`src/rtl/fxp_requant_pipe_pkg.sv`:
```
// Shared fixed-point constants and rounding-mode encodings for the requantiser
// and the neighbouring multiplier/accumulator blocks.
package fxp_requant_pipe_pkg;

    localparam int ANCHO      = 16;
    localparam int RESOLUCION = 8;

    localparam int DEF_WIDTH = ANCHO;
    localparam int DEF_FRAC  = RESOLUCION;

    typedef enum logic [1:0] {
        RND_FLOOR     = 2'b00,
        RND_HALF_UP   = 2'b01,
        RND_HALF_EVEN = 2'b10,
        RND_ZERO      = 2'b11
    } rnd_mode_t;

endpackage

```
`src/rtl/fxp_requant_pipe_if.sv`:
```
// Sample-in / result-out bundle of the requantiser.
interface fxp_requant_pipe_if #(
    parameter int WIDTH = 16
);
    // Both sides: a word moves on a rising edge where valid & ready are high;
    // valid must not depend on ready, and payload is held while valid & !ready.
    logic                   in_valid;
    logic                   in_ready;
    logic [2*WIDTH-1:0]     in_data;
    logic [1:0]             in_mode;
    logic                   out_valid;
    logic                   out_ready;
    logic [WIDTH-1:0]       out_data;
    logic                   out_sat;

    modport master (
        output in_valid, in_data, in_mode, out_ready,
        input  in_ready, out_valid, out_data, out_sat
    );

    modport slave (
        input  in_valid, in_data, in_mode, out_ready,
        output in_ready, out_valid, out_data, out_sat
    );

endinterface

```
`src/rtl/fxp_saturate.sv`:
```
// Signed range check and clip from IN_W bits down to OUT_W bits.
module fxp_saturate #(
    parameter int IN_W  = 25,
    parameter int OUT_W = 16
) (
    input  logic [IN_W-1:0]  din,
    output logic [OUT_W-1:0] dout,
    output logic             sat
);

    // Value fits when every bit from the output sign bit upward matches.
    logic [IN_W-OUT_W:0] upper;
    logic                in_range;

    assign upper    = din[IN_W-1:OUT_W-1];
    assign in_range = (&upper) | (~|upper);
    assign sat      = ~in_range;

    always_comb begin
        dout = din[OUT_W-1:0];
        if (!in_range) begin
            dout = din[IN_W-1] ? {1'b1, {(OUT_W-1){1'b0}}}
                               : {1'b0, {(OUT_W-1){1'b1}}};
        end
    end

endmodule

```
`src/rtl/fxp_requant_pipe.sv`:
```
// Two-stage requantiser: Q(2I).(2F) product to saturated Q(I).(F) with four
// rounding modes and saturation statistics.
module fxp_requant_pipe
    import fxp_requant_pipe_pkg::*;
#(
    parameter int WIDTH = DEF_WIDTH,
    parameter int FRAC  = DEF_FRAC,
    parameter int CNT_W = 8
) (
    input  logic                 clk,
    input  logic                 reset,
    fxp_requant_pipe_if.slave    bus,
    output logic [CNT_W-1:0]     sat_count,
    output logic                 sat_sticky,
    input  logic                 stat_clr
);

    localparam int SW = 2*WIDTH + 1;
    localparam int RW = SW - FRAC;
    localparam logic [SW-1:0] HALF_LSB = SW'(1) << (FRAC-1);
    localparam logic [SW-1:0] FULL_LSB = SW'(1) << FRAC;

    logic             advance;
    logic [SW-1:0]    bias;
    logic [SW-1:0]    sum;
    logic [SW-1:0]    sum_q;
    logic             v1_q;
    logic [WIDTH-1:0] sat_data;
    logic             sat_flag;
    logic             xfer;
    logic             unused_frac;

    assign advance      = ~bus.out_valid | bus.out_ready;
    assign bus.in_ready = advance;
    assign xfer         = bus.out_valid & bus.out_ready;

    // Bias is chosen from the mode that travels with this sample.
    always_comb begin
        bias = '0;
        case (bus.in_mode)
            RND_FLOOR:     bias = '0;
            RND_HALF_UP:   bias = HALF_LSB;
            RND_HALF_EVEN: bias = HALF_LSB - SW'(1) + SW'(bus.in_data[FRAC]);
            RND_ZERO:      bias = bus.in_data[2*WIDTH-1] ? (FULL_LSB - SW'(1)) : '0;
            default:       bias = '0;
        endcase
    end

    // One guard bit keeps the biased sum from wrapping at the positive limit.
    assign sum = {bus.in_data[2*WIDTH-1], bus.in_data} + bias;

    always_ff @(posedge clk) begin
        if (reset) begin
            v1_q  <= 1'b0;
            sum_q <= '0;
        end else if (advance) begin
            v1_q  <= bus.in_valid;
            sum_q <= sum;
        end
    end

    fxp_saturate #(
        .IN_W  (RW),
        .OUT_W (WIDTH)
    ) u_sat (
        .din  (sum_q[SW-1:FRAC]),
        .dout (sat_data),
        .sat  (sat_flag)
    );

    assign unused_frac = ^sum_q[FRAC-1:0];

    always_ff @(posedge clk) begin
        if (reset) begin
            bus.out_valid <= 1'b0;
            bus.out_data  <= '0;
            bus.out_sat   <= 1'b0;
        end else if (advance) begin
            bus.out_valid <= v1_q;
            bus.out_data  <= sat_data;
            bus.out_sat   <= sat_flag;
        end
    end

    // Clear is applied before the event, so a coinciding clip counts as one.
    always_ff @(posedge clk) begin
        if (reset) begin
            sat_count  <= '0;
            sat_sticky <= 1'b0;
        end else begin
            if (stat_clr) begin
                sat_count  <= '0;
                sat_sticky <= 1'b0;
            end
            if (xfer && bus.out_sat) begin
                sat_sticky <= 1'b1;
                if (stat_clr)
                    sat_count <= CNT_W'(1);
                else if (sat_count != {CNT_W{1'b1}})
                    sat_count <= sat_count + CNT_W'(1);
            end
        end
    end

endmodule

```
`src/flat_wrapper.sv`:
```
// flat-port wrapper written by rule: the top's interface ports become plain ports
module fxp_requant_pipe_flat import fxp_requant_pipe_pkg::*;
#(
    parameter int WIDTH = DEF_WIDTH,
    parameter int FRAC  = DEF_FRAC,
    parameter int CNT_W = 8
)
  (clk, reset, sat_count, sat_sticky, stat_clr, bus_in_valid, bus_in_data, bus_in_mode, bus_out_ready, bus_in_ready, bus_out_valid, bus_out_data, bus_out_sat);
  fxp_requant_pipe_if #(.WIDTH(WIDTH)) bus_i ();
  input  logic clk;
  input  logic reset;
  output logic [CNT_W-1:0] sat_count;
  output logic sat_sticky;
  input  logic stat_clr;
  input wire logic [$bits(bus_i.in_valid)-1:0] bus_in_valid;
  input wire logic [$bits(bus_i.in_data)-1:0] bus_in_data;
  input wire logic [$bits(bus_i.in_mode)-1:0] bus_in_mode;
  input wire logic [$bits(bus_i.out_ready)-1:0] bus_out_ready;
  output wire logic [$bits(bus_i.in_ready)-1:0] bus_in_ready;
  output wire logic [$bits(bus_i.out_valid)-1:0] bus_out_valid;
  output wire logic [$bits(bus_i.out_data)-1:0] bus_out_data;
  output wire logic [$bits(bus_i.out_sat)-1:0] bus_out_sat;
  assign bus_i.in_valid = bus_in_valid;
  assign bus_i.in_data = bus_in_data;
  assign bus_i.in_mode = bus_in_mode;
  assign bus_i.out_ready = bus_out_ready;
  assign bus_in_ready = bus_i.in_ready;
  assign bus_out_valid = bus_i.out_valid;
  assign bus_out_data = bus_i.out_data;
  assign bus_out_sat = bus_i.out_sat;
  fxp_requant_pipe #(.WIDTH(WIDTH), .FRAC(FRAC), .CNT_W(CNT_W)) u_core (.clk(clk), .reset(reset), .bus(bus_i), .sat_count(sat_count), .sat_sticky(sat_sticky), .stat_clr(stat_clr));
endmodule
```
`config.mk`:
```
export PLATFORM = sky130hd
export DESIGN_NAME = fxp_requant_pipe_flat
export DESIGN_NICKNAME = d
export VERILOG_FILES = /design/src/rtl/fxp_requant_pipe_pkg.sv /design/src/rtl/fxp_requant_pipe_if.sv /design/src/rtl/fxp_saturate.sv /design/src/rtl/fxp_requant_pipe.sv /design/src/flat_wrapper.sv
export SDC_FILE = /design/constraint.sdc
export NUM_CORES = 1
export LEC_CHECK = 0
export BUFFER_PORTS_ARGS = -buffer_cell sky130_fd_sc_hd__clkbuf_2
export CORE_ASPECT_RATIO = 1.1
export CORE_MARGIN = 2
export CORE_UTILIZATION = 45
export CTS_BUF_LIST = sky130_fd_sc_hd__clkbuf_16
export CTS_CLUSTER_SIZE = 12
export DETAILED_ROUTE_END_ITERATION = 10
export PLACE_DENSITY = 0.71
export SYNTH_ARGS = -nofsm -noshare
export SYNTH_HDL_FRONTEND = slang
export SYNTH_SLANG_ARGS = --single-unit
```
`constraint.sdc`:
```
create_clock -name clk -period 3.1 [get_ports clk]
set_input_delay 0.62 -clock clk [delete_from_list [all_inputs] [get_ports clk]]
set_output_delay 0.62 -clock clk [all_outputs]
set_load 0.01 [all_outputs]
```
# Yosys cells after proc, flatten, opt, wreduce, memory -nomap -nowiden
# Index checks and enable logic that the tools add are counted.
dict set report word_totals {
  register_bits 61
  latchBits 0
  mem_bits_rw 0
  mem_bits_ro 0
  inputBits 39
  output_inout_bits 28
  word_cells 35
  mem_count 0
}
dict set report op_classes {
  n_addsub 3
  n_mul 0
  div_mod_pow 0
  magnitude_cmp 0
  eq_ne 4
  shifts 0
  muxes 10
  bitwise 5
  reduce_logical 6
}
# operator n
set op_table {}
lappend op_table {{33-bit case mux with 4 select lines} 1}
lappend op_table {{8-bit 2-to-1 mux} 5}
lappend op_table {{33-bit adder} 1}
lappend op_table {{16-bit 2-to-1 mux} 2}
lappend op_table {{10-bit AND reduction} 1}
lappend op_table {{10-bit OR reduction} 1}
lappend op_table {{7-bit by 1-bit adder with 8-bit output (first input constant)} 1}
lappend op_table {{8-bit by 1-bit adder with 8-bit output (second input constant)} 1}
lappend op_table {{8-bit inequality test (second input constant)} 1}
lappend op_table {{2-bit equality test (second input constant)} 2}
lappend op_table {{2-bit by 1-bit equality test with 1-bit output (second input constant)} 1}
lappend op_table {{2-bit zero test} 1}
lappend op_table {{1-bit 2-to-1 mux} 2}
lappend op_table {{1-bit inverter} 2}
lappend op_table {{1-bit OR} 2}
lappend op_table {{2-bit nonzero test} 1}
lappend op_table {{1-bit bitwise AND} 1}
lappend op_table {{1-bit logical AND} 1}
lappend op_table {{1-bit zero test} 1}

# Depth between registers and ports, before layout
dict set report depth {
  ltp_word 4
  depth_mapped 11
}

# By module
# Synthesis repeated with hierarchy kept, for this count alone.
dict set report hier_totals {
  hier_cells 388
  area_unflattened_um2 3154.3
}
# module instances cells_each area_per_inst_um2 seq_area_each_um2
set by_module_without_submodules {}
lappend by_module_without_submodules {fxp_requant_pipe 1 326 2702.6 1061.0}
lappend by_module_without_submodules {fxp_saturate 1 62 451.7 0.0}

# Worst setup path before layout
# No wires, ideal clock.
dict set report synth_timing {
  path_kind {in2reg}
  start {input bus_in_data[8]}
  end {register u_core.sum_q[11]}
  t_arrival_ns 3.095
  required_ns 3.013
  path_slack_ns -0.082
  stages 11
  path_buffers 3
  path_cell_list {buf_4 > nor2b_2 > nor3b_1 > ha_1 > a211oi_1 > nor3b_1 > a211oi_2 > clkbuf_1 > buf_4 > nor2_1 > o31ai_1}
}
dict set report synth_via {
  elab_chain_cells 3
}
# element line
set synth_lines {}
lappend synth_lines {{start: declaration} flat_wrapper.sv:16} ;# input wire logic [$bits(bus_i.in_data)-1:0] bus_in_data;
lappend synth_lines {{7-bit by 1-bit adder with 8-bit output} fxp_requant_pipe.sv:43} ;# RND_HALF_EVEN: bias = HALF_LSB - SW'(1) + SW'(bus.in_data[FRAC]);
lappend synth_lines {{33-bit case mux with 4 select lines} fxp_requant_pipe.sv:40} ;# case (bus.in_mode)
lappend synth_lines {{33-bit adder *} fxp_requant_pipe.sv:50} ;# assign sum = {bus.in_data[2*WIDTH-1], bus.in_data} + bias;
lappend synth_lines {{end signal: assignment} fxp_requant_pipe.sv:58} ;# sum_q <= sum;
lappend synth_lines {{end: declaration} fxp_requant_pipe.sv:26} ;# logic [SW-1:0] sum_q;
# Every way passes the cells marked *; elsewhere a longest branch is shown, timed or not. The select of a mux whose other input is x is not followed.
# A chain may end at the register's enable or synchronous reset.

# Worst setup path after layout
dict set report layout_timing {
  start {input bus_in_data[31]}
  end {register u_core.sum_q[26]}
}
dict set report layout_via {
  elab_chain_cells 3
}
# element line
set layout_lines {}
lappend layout_lines {{8-bit 2-to-1 mux} fxp_requant_pipe.sv:44} ;# RND_ZERO: bias = bus.in_data[2*WIDTH-1] ? (FULL_LSB - SW'(1)) : '0;
lappend layout_lines {{33-bit case mux with 4 select lines} fxp_requant_pipe.sv:40}
lappend layout_lines {{33-bit adder} fxp_requant_pipe.sv:50}
# Every way passes these cells. The select of a mux whose other input is x is not followed.

==> metrics.txt <==
average size of a mapped cell 7.98 sq um; Via-to-Cell Ratio 5.70; die area 0.00711 sq mm; GRT overflow 0; Period Utilization, post-route 90.6%; synth warn 0; Max Cap Viol 0; CP required 3.31 ns; adder-cell share of the synthesized area 3.45%; minimum clock period 2.81 ns; count of cell types in the netlist 48; Clock Sinks 53; worst skew pair latency 0.28 ns; Fmax achieved 356 MHz; number of antenna diodes 0; non-filler cells, final 503; Setup Buffers After CTS 0; fin util 55.8%; chip width 80.6 um; post-route setup TNS 0 ns; top cell type's share of synthesized area 36.5%; CTS max path bufs 2; 1st-pass router iterations 4; worst setup margin 0.291 ns; CP max stage delay 0.42 ns; Post-synth EDFFs 0; cell taking the most area after synthesis dfxtp_1; post-route ant nets 0; Async SR Flop Fraction 0%; clock-pin transition on the worst setup and hold timing paths 0.06 ns; drc violations 0; initial drt markers 91; Post-CTS Hold Fix Bufs 0; routed vias 2,865; Slew @ Worst Pin 0.831 ns; syn nets 411; # fillers 606; Worst Setup End Kind register; sequential area share after synthesis 36.5%; largest net degree at the start of global routing 40; main combinational cell family by area after synthesis compound AO/OA/AOI/OAI gates; Initial Util 46.9%; post-synthesis cell count 364; DP Cell Count 496; CP arrival 3.02 ns; Ports 67; Startpoint Class input pin; RSZ-0062 raised after global routing false; CORE AREA 0.00619 sq mm; first-pass GRT wire length 11.7 mm; Port-buffer cells 66; Crit. Startpoint bus_in_data[31]; Root Buffer clkbuf_16; final instance area 0.00345 sq mm; num rows 30; CP Cell Sequence clkbuf_2, and2b_1, nor3b_2, ha_1, nand4_1, nor3b_1, a211oi_2, buf_12, or4_1, a31oi_1; Final Hold Vio Count 0; CTS buffer count 5; post-DP HPWL 5.17 mm; Slew headroom 44.4%; simple-gate share of the synthesized area 24.6%; Die Ht 88.3 um; Worst VDD drop 0.000261 V; Avg WL per Cell 13.9 um; Compound-Gate Fraction of Synth Area 27.8%; vias in the first global route 2,511; Layout area overhead 18.9%; Largest delay share family, worst path simple AND/OR/NAND/NOR gates; max-slew violation count 0; clk_skew 0.00348 ns; initial antenna violation count 0; Routability Congestion 0.952; Hold Path Class reg2reg; number of synthesized register bits 53; total placed instance area 0.00329 sq mm; CP bufs+invs 2; critical path fanouts, max 32; GR Util All Layers 20.3%; worst hold start u_core.bus.out_data[15]; Post-Synth XOR/XNOR Area 2.11%; Reg-to-Reg Start u_core.sum_q[32]; Worst Setup Path Type in2reg; CTS resizes 0; top_reg_cell synth dfxtp_1; final net count 470; Synth area leaders dfxtp_1 (37%), o21ai_0 (8.1%), a21oi_1 (7.2%); H-tree Lvls 2; outcome finished, final reports clean; final setup fails 0; post-synthesis mux area share 0.345%; layout cell share with drive strength beyond 1 21.5%; synthesized area 0.00290 sq mm; most frequent cells after synthesis dfxtp_1 (53), o21ai_0 (47), a21oi_1 (42), nand2_1 (25), nor2_1 (25); Pwr per Cell Area 471 mW/mm^2; most common cell in the synthesized netlist dfxtp_1; Placement Setup Slack 0.0266 ns; CTS tree built; final WL 6.98 mm; leakage power 1.37 nW; slowest CP cell nor3b_2
==> power by group <==
part           switching (W)  total, W  internal (W)
clock network       0.000228  0.000603      0.000375
registers          0.0000265  0.000755      0.000728
logic               0.000158  0.000269      0.000110
total               0.000413   0.00163       0.00121
==> worst register-to-register path: stages (launching register included) <==
cell,delay [ns]
dfxtp_1,0.44
nor4_1,0.10
and4_1,0.24
nor2_1,0.64
a21oi_1,0.13
a21oi_1,0.19
==> layout make-up <==
cell class | count | area, sq um | share of cell area [%]
multi-input combinational | 282 | 1700 | 49.2
sequential | 53 | 1060 | 30.7
timing repair buffer | 75 | 410 | 11.9
clock buffer | 5 | 125 | 3.62
tap | 80 | 100 | 2.90
clock inverter | 2 | 35.0 | 1.01
inverter | 6 | 22.5 | 0.652
==> path summary, 6_finish.rpt <==
kind / cells after the start / slack [ns] / end
worst max-delay path: 10 / 0.29 / u_core.sum_q[26]
worst min-delay path: 2 / 0.46 / u_core.bus.out_data[15]
worst max register to register: 5 / 1.29 / u_core.bus.out_data[3]
worst min register to register: 2 / 0.46 / u_core.bus.out_data[15]
==> layer usage <==
layer | vias up | part of all wire, % | global-route usage (%)
met1 | 1318 | 46 | 26.3
li1 | 1488 | - | -
met5 | - | 0 | 0
met3 | 4 | 4.4 | 3.57
met4 | 0 | 0.69 | 3.70
met2 | 55 | 49 | 36.1
==> through the flow <==
step | hold WS, ns | total power [W]
global placement | 0.441 | 0.00103
floorplan | 0.425 | 0.000930
CTS | 0.454 | 0.00164
finish | 0.457 | 0.00163
global route | 0.479 | 0.00170
detailed placement | 0.442 | 0.00104
==> cells in the final DEF, fill, tap and decap left out, types with 5 or more instances in the layout <==
master / instances
clkbuf_2: 66
dfxtp_1: 53
o21ai_0: 47
a21oi_1: 42
nand2_1: 25
nor2_1: 25
a31oi_1: 16
nand3_1: 14
nand4_1: 13
o31ai_1: 12
or3_1: 10
or4_1: 10
ha_1: 8
buf_4: 8
nor3_1: 6
xnor2_1: 6
and2_1: 5
clkbuf_16: 5
==> state kept, by name (all words and copies together), names as in the netlist <==
register,cells
u_core.bus.out_sat,1
u_core.v1_q,1
u_core.sat_count,8
u_core.sat_sticky,1
u_core.bus.out_data,16
u_core.sum_q,25
u_core.bus.out_valid,1
==> cells by family after synthesis <==
| kind of cell | after synthesis |
|---|---|
| xor gates and xnor gates | 7 |
| DFF | 53 |
| muxes | 1 |
| adders and majority gates | 8 |
| and+or+nand+nor | 131 |
| buffers and inverters | 29 |
| AOI/OAI and AO/OA | 135 |
Power figures use the tool's default switching activity.
